[src/rtl/control_sequencer_if.sv]
// Control bus between the sequencer and the ALU-system datapath.
// master = sequencer side, slave = datapath side.
interface control_sequencer_if;
  logic [15:0] IROut;
  logic [3:0]  ALU_Flags;
  logic [2:0]  RF_OutASel;
  logic [2:0]  RF_OutBSel;
  logic [2:0]  RF_FunSel;
  logic [3:0]  RF_RegSel;
  logic [3:0]  RF_ScrSel;
  logic [4:0]  ALU_FunSel;
  logic        ALU_WF;
  logic [1:0]  ARF_OutCSel;
  logic [1:0]  ARF_OutDSel;
  logic [2:0]  ARF_FunSel;
  logic [2:0]  ARF_RegSel;
  logic        IR_LH;
  logic        IR_Write;
  logic        Mem_WR;
  logic        Mem_CS;
  logic [1:0]  MuxASel;
  logic [1:0]  MuxBSel;
  logic        MuxCSel;
  logic [1:0]  SeqT;
  logic        Halted;

  modport master (
    input  IROut, ALU_Flags,
    output RF_OutASel, RF_OutBSel, RF_FunSel, RF_RegSel, RF_ScrSel, ALU_FunSel, ALU_WF,
           ARF_OutCSel, ARF_OutDSel, ARF_FunSel, ARF_RegSel, IR_LH, IR_Write, Mem_WR, Mem_CS,
           MuxASel, MuxBSel, MuxCSel, SeqT, Halted
  );

  modport slave (
    output IROut, ALU_Flags,
    input  RF_OutASel, RF_OutBSel, RF_FunSel, RF_RegSel, RF_ScrSel, ALU_FunSel, ALU_WF,
           ARF_OutCSel, ARF_OutDSel, ARF_FunSel, ARF_RegSel, IR_LH, IR_Write, Mem_WR, Mem_CS,
           MuxASel, MuxBSel, MuxCSel, SeqT, Halted
  );
endinterface

[src/rtl/control_sequencer.sv]
// Control unit for the ALU-system datapath: two-byte fetch into IR, then a T2/T3 execute step.
// All control outputs are combinational decodes of the sequencer state, IROut and ALU_Flags.
module control_sequencer (
  input  logic                       Clock,
  input  logic                       Reset,
  control_sequencer_if.master        bus
);
  localparam logic [2:0] FUN_HOLD  = 3'b000;
  localparam logic [2:0] FUN_LOAD  = 3'b010;
  localparam logic [2:0] FUN_INC   = 3'b001;
  localparam logic [4:0] ALU_PASSA = 5'b00000;
  localparam logic [4:0] ALU_ADD   = 5'b00100;
  localparam logic [1:0] SEL_PC    = 2'b00;
  localparam logic [1:0] SEL_AR    = 2'b01;

  typedef enum logic [0:0] {StRun, StHalt} state_e;

  state_e     state_q;
  logic [1:0] t_q;

  logic [3:0] op;
  logic [1:0] rd, rs1, rs2;
  assign op  = bus.IROut[15:12];
  assign rd  = bus.IROut[11:10];
  assign rs1 = bus.IROut[9:8];
  assign rs2 = bus.IROut[7:6];

  always_ff @(posedge Clock or posedge Reset) begin
    if (Reset) begin
      state_q <= StRun;
      t_q     <= 2'd0;
    end else if (state_q == StRun) begin
      unique case (t_q)
        2'd0: t_q <= 2'd1;
        2'd1: t_q <= 2'd2;
        2'd2: begin
          if (op == 4'hF) begin
            state_q <= StHalt;
            t_q     <= 2'd0;
          end else if (op == 4'h3 || op == 4'h4) begin
            t_q <= 2'd3;
          end else begin
            t_q <= 2'd0;
          end
        end
        default: t_q <= 2'd0;
      endcase
    end
  end

  always_comb begin
    bus.RF_OutASel  = 3'b000;
    bus.RF_OutBSel  = 3'b000;
    bus.RF_FunSel   = FUN_HOLD;
    bus.RF_RegSel   = 4'b0000;
    bus.RF_ScrSel   = 4'b0000;
    bus.ALU_FunSel  = ALU_PASSA;
    bus.ALU_WF      = 1'b0;
    bus.ARF_OutCSel = 2'b00;
    bus.ARF_OutDSel = 2'b00;
    bus.ARF_FunSel  = FUN_HOLD;
    bus.ARF_RegSel  = 3'b000;
    bus.IR_LH       = 1'b0;
    bus.IR_Write    = 1'b0;
    bus.Mem_WR      = 1'b0;
    bus.Mem_CS      = 1'b1;
    bus.MuxASel     = 2'b00;
    bus.MuxBSel     = 2'b00;
    bus.MuxCSel     = 1'b0;
    bus.SeqT        = 2'd0;
    bus.Halted      = !Reset && (state_q == StHalt);

    // Reset overrides the decode immediately so an aborted instruction writes nothing.
    if (!Reset && state_q == StRun) begin
      bus.SeqT = t_q;
      if (t_q[1] == 1'b0) begin
        bus.ARF_OutDSel = SEL_PC;
        bus.Mem_CS      = 1'b0;
        bus.IR_Write    = 1'b1;
        bus.IR_LH       = t_q[0];
        bus.ARF_RegSel  = 3'b100;
        bus.ARF_FunSel  = FUN_INC;
      end else begin
        case (op)
          4'h1, 4'h2: begin
            bus.RF_OutASel = {1'b0, rs1};
            bus.MuxASel    = 2'b00;
            bus.RF_FunSel  = FUN_LOAD;
            bus.RF_RegSel  = 4'b0001 << rd;
            if (op == 4'h2) begin
              bus.RF_OutBSel = {1'b0, rs2};
              bus.ALU_FunSel = ALU_ADD;
              bus.ALU_WF     = 1'b1;
            end
          end
          4'h3: begin
            bus.ARF_OutDSel = SEL_AR;
            bus.Mem_CS      = 1'b0;
            if (t_q == 2'd3) begin
              bus.MuxASel   = 2'b10;
              bus.RF_FunSel = FUN_LOAD;
              bus.RF_RegSel = 4'b0001 << rd;
            end
          end
          4'h4: begin
            bus.RF_OutASel  = {1'b0, rs1};
            bus.ALU_FunSel  = ALU_PASSA;
            bus.MuxCSel     = t_q[0];   // low byte at T2, high byte at T3
            bus.ARF_OutDSel = SEL_AR;
            bus.Mem_CS      = 1'b0;
            bus.Mem_WR      = 1'b1;
            bus.ARF_RegSel  = 3'b010;
            bus.ARF_FunSel  = FUN_INC;
          end
          4'h5, 4'h6: begin
            if (op == 4'h5 || bus.ALU_Flags[3]) begin
              bus.ARF_OutCSel = SEL_AR;
              bus.MuxBSel     = 2'b01;
              bus.ARF_RegSel  = 3'b100;
              bus.ARF_FunSel  = FUN_LOAD;
            end
          end
          default: ;
        endcase
      end
    end
  end
endmodule

[src/flat_wrapper.sv]
// flat-port wrapper written by rule: the top's interface ports become plain ports
module control_sequencer_flat 
  (Clock, Reset, bus_IROut, bus_ALU_Flags, bus_RF_OutASel, bus_RF_OutBSel, bus_RF_FunSel, bus_RF_RegSel, bus_RF_ScrSel, bus_ALU_FunSel, bus_ALU_WF, bus_ARF_OutCSel, bus_ARF_OutDSel, bus_ARF_FunSel, bus_ARF_RegSel, bus_IR_LH, bus_IR_Write, bus_Mem_WR, bus_Mem_CS, bus_MuxASel, bus_MuxBSel, bus_MuxCSel, bus_SeqT, bus_Halted);
  control_sequencer_if bus_i ();
  input  logic Clock;
  input  logic Reset;
  input wire logic [$bits(bus_i.IROut)-1:0] bus_IROut;
  input wire logic [$bits(bus_i.ALU_Flags)-1:0] bus_ALU_Flags;
  output wire logic [$bits(bus_i.RF_OutASel)-1:0] bus_RF_OutASel;
  output wire logic [$bits(bus_i.RF_OutBSel)-1:0] bus_RF_OutBSel;
  output wire logic [$bits(bus_i.RF_FunSel)-1:0] bus_RF_FunSel;
  output wire logic [$bits(bus_i.RF_RegSel)-1:0] bus_RF_RegSel;
  output wire logic [$bits(bus_i.RF_ScrSel)-1:0] bus_RF_ScrSel;
  output wire logic [$bits(bus_i.ALU_FunSel)-1:0] bus_ALU_FunSel;
  output wire logic [$bits(bus_i.ALU_WF)-1:0] bus_ALU_WF;
  output wire logic [$bits(bus_i.ARF_OutCSel)-1:0] bus_ARF_OutCSel;
  output wire logic [$bits(bus_i.ARF_OutDSel)-1:0] bus_ARF_OutDSel;
  output wire logic [$bits(bus_i.ARF_FunSel)-1:0] bus_ARF_FunSel;
  output wire logic [$bits(bus_i.ARF_RegSel)-1:0] bus_ARF_RegSel;
  output wire logic [$bits(bus_i.IR_LH)-1:0] bus_IR_LH;
  output wire logic [$bits(bus_i.IR_Write)-1:0] bus_IR_Write;
  output wire logic [$bits(bus_i.Mem_WR)-1:0] bus_Mem_WR;
  output wire logic [$bits(bus_i.Mem_CS)-1:0] bus_Mem_CS;
  output wire logic [$bits(bus_i.MuxASel)-1:0] bus_MuxASel;
  output wire logic [$bits(bus_i.MuxBSel)-1:0] bus_MuxBSel;
  output wire logic [$bits(bus_i.MuxCSel)-1:0] bus_MuxCSel;
  output wire logic [$bits(bus_i.SeqT)-1:0] bus_SeqT;
  output wire logic [$bits(bus_i.Halted)-1:0] bus_Halted;
  assign bus_i.IROut = bus_IROut;
  assign bus_i.ALU_Flags = bus_ALU_Flags;
  assign bus_RF_OutASel = bus_i.RF_OutASel;
  assign bus_RF_OutBSel = bus_i.RF_OutBSel;
  assign bus_RF_FunSel = bus_i.RF_FunSel;
  assign bus_RF_RegSel = bus_i.RF_RegSel;
  assign bus_RF_ScrSel = bus_i.RF_ScrSel;
  assign bus_ALU_FunSel = bus_i.ALU_FunSel;
  assign bus_ALU_WF = bus_i.ALU_WF;
  assign bus_ARF_OutCSel = bus_i.ARF_OutCSel;
  assign bus_ARF_OutDSel = bus_i.ARF_OutDSel;
  assign bus_ARF_FunSel = bus_i.ARF_FunSel;
  assign bus_ARF_RegSel = bus_i.ARF_RegSel;
  assign bus_IR_LH = bus_i.IR_LH;
  assign bus_IR_Write = bus_i.IR_Write;
  assign bus_Mem_WR = bus_i.Mem_WR;
  assign bus_Mem_CS = bus_i.Mem_CS;
  assign bus_MuxASel = bus_i.MuxASel;
  assign bus_MuxBSel = bus_i.MuxBSel;
  assign bus_MuxCSel = bus_i.MuxCSel;
  assign bus_SeqT = bus_i.SeqT;
  assign bus_Halted = bus_i.Halted;
  control_sequencer u_core (.Clock(Clock), .Reset(Reset), .bus(bus_i));
endmodule
[config.mk]
export PLATFORM = sky130hd
export DESIGN_NAME = control_sequencer_flat
export DESIGN_NICKNAME = d
export VERILOG_FILES = /design/src/rtl/control_sequencer_if.sv /design/src/rtl/control_sequencer.sv /design/src/flat_wrapper.sv
export SDC_FILE = /design/constraint.sdc
export NUM_CORES = 1
export LEC_CHECK = 0
export ABC_AREA = 1
export ABC_CLOCK_PERIOD_IN_PS = 2250
export CAP_MARGIN = 20
export CORE_UTILIZATION = 29
export DETAILED_ROUTE_END_ITERATION = 6
export PLACE_DENSITY = 0.82
export SLEW_MARGIN = 25
export SYNTH_ARGS = -nofsm -noshare
export SYNTH_HDL_FRONTEND = slang
export SYNTH_SLANG_ARGS = --single-unit
[constraint.sdc]
create_clock -name Clock -period 2.25 [get_ports Clock]
set_input_delay 0.45 -clock Clock [delete_from_list [all_inputs] [get_ports Clock]]
set_output_delay 0.45 -clock Clock [all_outputs]
set_load 0.01 [all_outputs]
## Word level (Yosys, flattened, before mapping)

Cells that the tools add are included.

| word-level totals | value |
|---|---|
| register bits after elaboration | 3 |
| logic and storage cells | 86 |

| operators by class | value |
|---|---|
| equality and inequality tests | 10 |
| shifts and indexed selects | 1 |
| mux-type cells | 62 |
| bitwise gates (word level) | 1 |
| reduce and logical (&&, ||, !) cells | 10 |

Operator list:

| cell | number |
|---|---|
| two-way mux 3 bit | 13 |
| two-way mux 2 bit | 16 |
| two-way mux 1 bit | 22 |
| case mux 3 bit (2 select lines) | 3 |
| two-way mux 5 bit | 3 |
| equality test 4 x 3 -> 1 bit, second input constant | 3 |
| two-way mux 4 bit | 3 |
| equality test 4 x 2 -> 1 bit, second input constant | 2 |
| case mux 4 bit (2 select lines) | 1 |
| case mux 2 bit (3 select lines) | 1 |
| OR reduction 2 bit | 3 |
| equality test 2 bit, second input constant | 2 |
| equality test 4 x 1 -> 1 bit, second input constant | 1 |
| equality test 4 bit, second input constant | 1 |
| left shift 1 x 2 -> 4 bit, first input constant | 1 |
| OR reduction 3 bit | 1 |
| equality test 2 x 1 -> 1 bit, second input constant | 1 |
| logical AND 1 bit | 2 |
| zero test 2 bit | 1 |
| logical OR 1 bit | 2 |
| zero test 1 bit | 1 |
| NOT 1 bit | 1 |

## Logic depth before layout (Yosys ltp)

Gate-level depths: netlist of run 1.

| logic depth | value |
|---|---|
| depth after elaboration | 6 |
| mapped depth | 6 |

## Worst setup path before layout of run 1

Ideal clock, no wire load.

| timing | value |
|---|---|
| kind | register to output |
| start point | register u_core.state_q |
| end point | output bus_ARF_RegSel[1] |
| data arrival time | 1.184 ns |
| data required time | 1.800 ns |
| slack | 0.616 ns |
| cell stages (with the launch flop) | 7 |
| path buffers | 1 |
| cell sequence | dfrtp_1 -> inv_2 -> nand2_2 -> nor2_4 -> inv_2 -> nor2_1 -> buf_4 |

| on the way | value |
|---|---|
| longest elaborated chain between the ends | 3 |

Ends and longest elaborated chain:

| what | RTL line | text |
|---|---|---|
| from (decl) | control_sequencer.sv:18 | `state_e state_q;` |
| from (signal assigned) | control_sequencer.sv:30 | `state_q <= StRun;` |
| from (signal assigned) | control_sequencer.sv:38 | `state_q <= StHalt;` |
| NOT 1 bit | n/a |  |
| logical AND 1 bit | control_sequencer.sv:74 | `if (!Reset && state_q == StRun) begin` |
| two-way mux 3 bit | control_sequencer.sv:74 |  |
| to (decl) | flat_wrapper.sv:19 | `output wire logic [$bits(bus_i.ARF_RegSel)-1:0] bus_ARF_RegSel;` |

No other way between the ends.

## Worst setup path in the final report of run 1

| timing | value |
|---|---|
| start point | register u_core.state_q |
| end point | output bus_SeqT[1] |

| on the way | value |
|---|---|
| longest elaborated chain between the ends | 3 |

Ends and longest elaborated chain:

| what | RTL line | text |
|---|---|---|
| NOT 1 bit | n/a |  |
| logical AND 1 bit | control_sequencer.sv:74 |  |
| two-way mux 2 bit | control_sequencer.sv:74 |  |
| to (decl) | flat_wrapper.sv:27 | `output wire logic [$bits(bus_i.SeqT)-1:0] bus_SeqT;` |

No other way between the ends.

==> results of run 1 <==
==> final cells by class <==
| type | count | area share (%) |
|---|---|---|
| timing repair buffer | 46 | 44.60 |
| multi-input combinational | 75 | 35.97 |
| tap | 27 | 3.237 |
| clock buffer | 4 | 2.518 |
| inverter | 18 | 6.475 |
| sequential | 3 | 7.194 |
==> worst reg2reg max path, delay by kind of cell (launching register included) <==
kind,cells,cell delay (ns)
DFF,1,0.41
AOI/OAI and AO/OA,1,0.17
and+or+nand+nor,2,0.15
buffers and inverters,1,0.14
==> registers in the layout, summed over array words and instances, names as in the netlist <==
signal,flops
u_core.state_q,1
u_core.t_q,2
==> cell families (layout without fill, tap and decap cells) <==
family / after synthesis / count (layout) / share of synthesized area [%]
and+or+nand+nor: 51 / 51 / 42.74
buffers and inverters: 39 / 68 / 37.90
AOI/OAI and AO/OA: 6 / 6 / 6.104
DFF: 3 / 3 / 12.63
other: 1 / 18 / 0.6310
==> Yosys cell counts (all sizes together) <==
cell type  count  share of area, %
nor3           1               1.7
o21ai          3               2.5
nand4          2               2.1
dfrtp          3                13
buf           21                27
a21oi          1              0.84
conb           1              0.63
nand3          5               7.2
o2111ai        1               1.5
inv           18                11
nor2          26                20
nand2         17                12
o211ai         1               1.3
==> per-stage QoR <==
stage	TNS (ns)	util [%]	hold slack [ns]	setup slack, ns	area, um2
2_1_floorplan	0	-	0.2036	0.6157	658.1
3_3_place_gp	-5.036	50.32	0.5320	-0.2773	977.2
3_5_place_dp	-5.480	50.32	0.5614	-0.3132	977.2
4_1_cts	0	51.80	0.3173	0.004249	1006
5_1_grt	0	53.74	0.3386	0.01336	1044
6_report	0	53.74	0.3221	0.1272	1044
==> final timing paths <==
kind                       slack [ns]      startpoint        endpoint
max                              0.13  u_core.state_q     bus_SeqT[1]
min                              0.32           Reset   u_core.t_q[0]
max reg2reg                      1.26   u_core.t_q[0]   u_core.t_q[1]
min reg2reg                      0.57  u_core.state_q  u_core.state_q
max in group asynchronous        1.80           Reset  u_core.state_q
min in group Clock               0.57  u_core.state_q  u_core.state_q
==> layer usage <==
metal  wire length [um]  GRT usage (%)
met1                580          16.21
met2                862          29.59
met3                175          1.538
met4                 16          8.000
met5                  0              0
==> power by group through the flow <==
stage | clock network, W | registers (W) | logic [W]
floorplan | 0 | 0.0000549 | 0.0000566
global placement | 0 | 0.0000549 | 0.0000672
detailed placement | 0 | 0.0000549 | 0.0000685
CTS | 0.0000994 | 0.0000542 | 0.0000680
global route | 0.000101 | 0.0000542 | 0.0000777
finish | 0.0000925 | 0.0000543 | 0.0000692
==> repair_timing <==
action | CTS | global route
pin swaps | 0 | 2
endpoints found under the setup margin | 26 | 14
gates resized for setup | 23 | 17
cloned | 0 | 0
==> run metrics, run 1 <==
Mapped Avg Cell Area=5.943 um2; Remaining DRCs=0; Tot Pwr=about 0.00022 W; GRT Overall Usage=15.41%; Post CTS Setup Buffer Count=0; Leak=roughly 0.77 nW; number of global-route vias before repair=601; port bufs=39; P&R area growth vs syn=75.58%; H-tree lvl count=1; Crit Path Class=reg2out; initial core utilization=between 30% and 40%; vias per inst=4.104; share of total power in the clock network=a little over two fifths; largest net degree at the start of global routing=9; Critical Path AT=1.67 ns; share of cells above drive strength 1=about a fifth; most frequent cells in the layout=21 x nor2_1, 18 x conb_1, 14 x inv_1, 14 x nand2_1, 14 x dlymetal6s2s_1; Ant. Diodes=0; final std cells w/o fill=173; Chip Width=around 47 um; placement row count=16; Bufs on Longest Clock Path=2; clk_skew=0.0007486 ns; Crit path depth=6; worst path buffer plus inverter count=4; RSZ-0062 raised after global routing=no; Root Driver=clkbuf_4; Synth Register Bits=3; Top Family by Delay on Critical Path=buffers and inverters; Detailed Routing Iterations Pass 1=4; Peak VDD IR=0.1786 mV; cells after synthesis=100; I/O pin total=67; pwr/cell area=206.9 mW/mm2; Placed Cells=169; first-pass GRT wire length=2415 um; status=completed; Tcrit/Tclk final=94.35%; DP HPWL=1331 um; Critical Path Source Type=flop; Largest stage delay, worst path=0.52 ns; initial antenna violation count=0; DR iter-0 viols=9; footprint of the multi-input gates=approximately 380 um2; MaxCap Viol Count=0; Final ANT Viol Nets=0; cell internal pwr=0.0001482 W; CTS Hold Bufs=0; Final Hold Viols=0; Crit-path slowest cell=clkdlybuf4s50_1; commonest non-fill, non-tap cell in the layout=nor2_1; WP data required=1.80 ns; setup violators final=0; Hold Path Class=in2async; register area=75.07 um2; Synth warnings=0; CORE AREA=a little under 0.002 mm2; part of the power in registers=25.1%; Final Critical Period=2.123 ns; CTS Buf Count=3; Wirelength per Cell=~9.5 um; CTS tree=done; count of cell types in the netlist=19; Clock transition at path regs=0.04 ns; Switch Pwr=0.00006775 W; Mapped Area=594.3 um2; via count=710; total die area=between 0.002 and 0.0025 mm2; share of the yosys chip area belonging to registers=between 10 and 15%; CP Cell Sequence=inv_2 -> nand2_2 -> nor2_4 -> buf_4 -> buf_4 -> clkdlybuf4s50_1; NumNets Final=approximately 170; Gate power share=32.0%; most used cell along the critical path=buf_4; crit path capture type=primary output; total grt overflow=0; CTS Sinks=3; Reg2Reg Depth=4; Peak Freq=around 0.47 GHz; Skew-Pair Late Insertion Delay=0.23 ns; Switching Share=31.38%; die height=roughly 47 um; Routed WL=1635 um; CP Max Fanout=4; # fillers=207; GP Congestion=0.7932; Slew Limit Fails=0
(Power assumes the default switching activity.)
==> run 2, diff against run 1 <==
CAP_MARGIN = not set   (was 20)
PLACE_DENSITY = 0.83   (was 0.82)
==> run metrics, run 2 (same netlist as run 1, synthesis figures left out) <==
Ant. Diodes=0 (unchanged); CTS Sinks=3 (unchanged); Top reg by flops=u_core.t_q (unchanged); WP data required=1.80 ns (about the same); met1 wire length=581 um (was 580 um); pwr/cell area=210.1 mW/mm2 (was 206.9 mW/mm2); Bufs on Longest Clock Path=2 (unchanged); number of global-route vias before repair=575 (was 601); crit path capture type=primary output (unchanged); P&R area growth vs syn=72.21% (was 75.58%); dpl ws=-0.3440 ns (was -0.3132 ns); Hold Path Class=in2async (unchanged); Routed WL=1603 um (was 1635 um); Crit-path slowest cell=clkdlybuf4s50_1 (unchanged); CTS tree=done (unchanged); Wirelength per Cell=9.213 um (was 9.451 um); dpl cell area=977.2 um2 (unchanged); share of cells above drive strength 1=19.05% (was 19.18%); Crit Path Class=in2out (was reg2out); CP Max Fanout=4 (unchanged); met2 wire len=848 um (was 862 um); placement row count=16 (unchanged); Critical Path AT=1.76 ns (was 1.67 ns); Skew-Pair Late Insertion Delay=0.23 ns (about the same); status=finished, violations left (was completed); DP HPWL=1379 um (was 1331 um); Finished Cell Area=0.001023 mm2 (was 0.001044 mm2); Largest stage delay, worst path=0.56 ns (was 0.52 ns); Hold WS=0.3204 ns (was 0.3221 ns); Chip Width=47.27 um (unchanged); Leak=0.6488 nW (was 0.7729 nW); NumNets Final=170 (was 169); most frequent cells in the layout=20 x nor2_1, 18 x conb_1, 15 x inv_1, 15 x dlygate4sd2_1, 14 x nand2_1 (was 21 x nor2_1, 18 x conb_1, 14 x inv_1, 14 x nand2_1, 14 x dlymetal6s2s_1); commonest non-fill, non-tap cell in the layout=nor2_1 (unchanged); Tcrit/Tclk final=98.42% (was 94.35%); CTS Buf Count=3 (unchanged); GRT Overall Usage=13.52% (was 15.41%); Peak VDD IR=0.1453 mV (was 0.1786 mV); met3 WL=163 um (was 175 um); max reg flops=2 (unchanged); Top Metal Used=met4 (unchanged); Clock transition at path regs=0.04 ns (about the same); Final ANT Viol Nets=0 (unchanged); I/O pin total=67 (unchanged); MaxCap Viol Count=0 (unchanged); first-pass GRT wire length=2235 um (was 2415 um); initial core utilization=30.61% (unchanged); biggest regs=u_core.t_q: 2 flops, u_core.state_q: 1 flops (unchanged); Slew Limit Fails=0 (unchanged); violated checks=DRC; Critical Path Source Type=primary input (was flop); CORE AREA=0.001942 mm2 (unchanged); DR iter-0 viols=4 (was 9); largest net degree at the start of global routing=9 (unchanged); via count=701 (was 710); die height=47.27 um (unchanged); port bufs=39 (unchanged); Final Critical Period=2.214 ns (was 2.123 ns); H-tree lvl count=1 (unchanged); total grt overflow=0 (unchanged); GP Congestion=0.7684 (was 0.7932); Root Driver=clkbuf_4 (unchanged); Peak Freq=0.4516 GHz (was 0.4711 GHz); total die area=0.002234 mm2 (unchanged); clk_skew=0.0009691 ns (was 0.0007486 ns); Final Hold Viols=0 (unchanged); setup violators final=0 (unchanged); final setup margin=0.03553 ns (was 0.1272 ns); initial antenna violation count=0 (unchanged); Remaining DRCs=1 (was 0); CP Cell Sequence=dlygate4sd2_1 -> nor2_2 -> inv_1 -> buf_4 -> nor2_1 -> clkdlybuf4s50_1 (was inv_2 -> nand2_2 -> nor2_4 -> buf_4 -> buf_4 -> clkdlybuf4s50_1); Detailed Routing Iterations Pass 1=5 (was 4); vias per inst=4.029 (was 4.104)
==> run 2: cell type report <==
| class | instances | area (um2) |
|---|---|---|
| fill | 203 | 918.4 |
| inverter | 18 | 67.56 |
| clock buffer | 4 | 26.28 |
| multi-input combinational | 75 | 372.9 |
| timing repair buffer | 47 | 447.9 |
| tap | 27 | 33.78 |
| sequential | 3 | 75.07 |
==> run 2: stage by stage <==
stage / instances / setup TNS [ns] / util, % / power, W
after CTS: 173 / 0 / 51.22 / 0.0002168
after floorplan: 117 / 0 / - / 0.0001115
final: 174 / 0 / 52.71 / 0.0002151
after detailed placement: 169 / -6.117 / 50.32 / 0.0001229
after global placement: 169 / -5.225 / 50.32 / 0.0001210
after global routing: 174 / -0.03945 / 52.71 / 0.0002305
==> run 2: worst paths after layout <==
| check | endpoint | slack, ns | startpoint | depth (start not counted) |
|---|---|---|---|---|
| worst max-delay path | bus_SeqT[0] | 0.04 | Reset | 6 |
| worst min-delay path | u_core.t_q[1] | 0.32 | Reset | 2 |
| worst max register to register | u_core.t_q[1] | 1.27 | u_core.t_q[0] | 4 |
| worst min register to register | u_core.state_q | 0.55 | u_core.state_q | 2 |
| max in group asynchronous | u_core.state_q | 1.80 | Reset | 2 |
| min in group Clock | u_core.state_q | 0.55 | u_core.state_q | 2 |
==> run 2: repair_timing <==
action                                  4_1_cts  5_1_grt
endpoints found under the setup margin       25        7
buffers inserted                              0        1
pin swaps                                     1        2
resized for setup                            30        9
hold buffers                                  0        0
==> run 2: metal layers <==
layer | track usage (%) | vias to the layer above
met2 | 29.04 | 43
met4 | 4.000 | 0
met5 | 0 | -
met3 | 0.3846 | 2
met1 | 13.41 | 298
li1 | - | 358
==> run 2: critical path: cells and delay by family <==
family / cells / cell delay [ns]
AND/OR/NAND/NOR: 2 / 0.25
buffers and inverters: 4 / 1.07
==> run 2: power breakdown <==
| part | total (W) | internal [W] | switching [W] |
|---|---|---|---|
| sequential | 0.0000543 | 0.0000543 | 0 |
| clock | 0.0000918 | 0.0000663 | 0.0000255 |
| combinational | 0.0000690 | 0.0000281 | 0.0000409 |
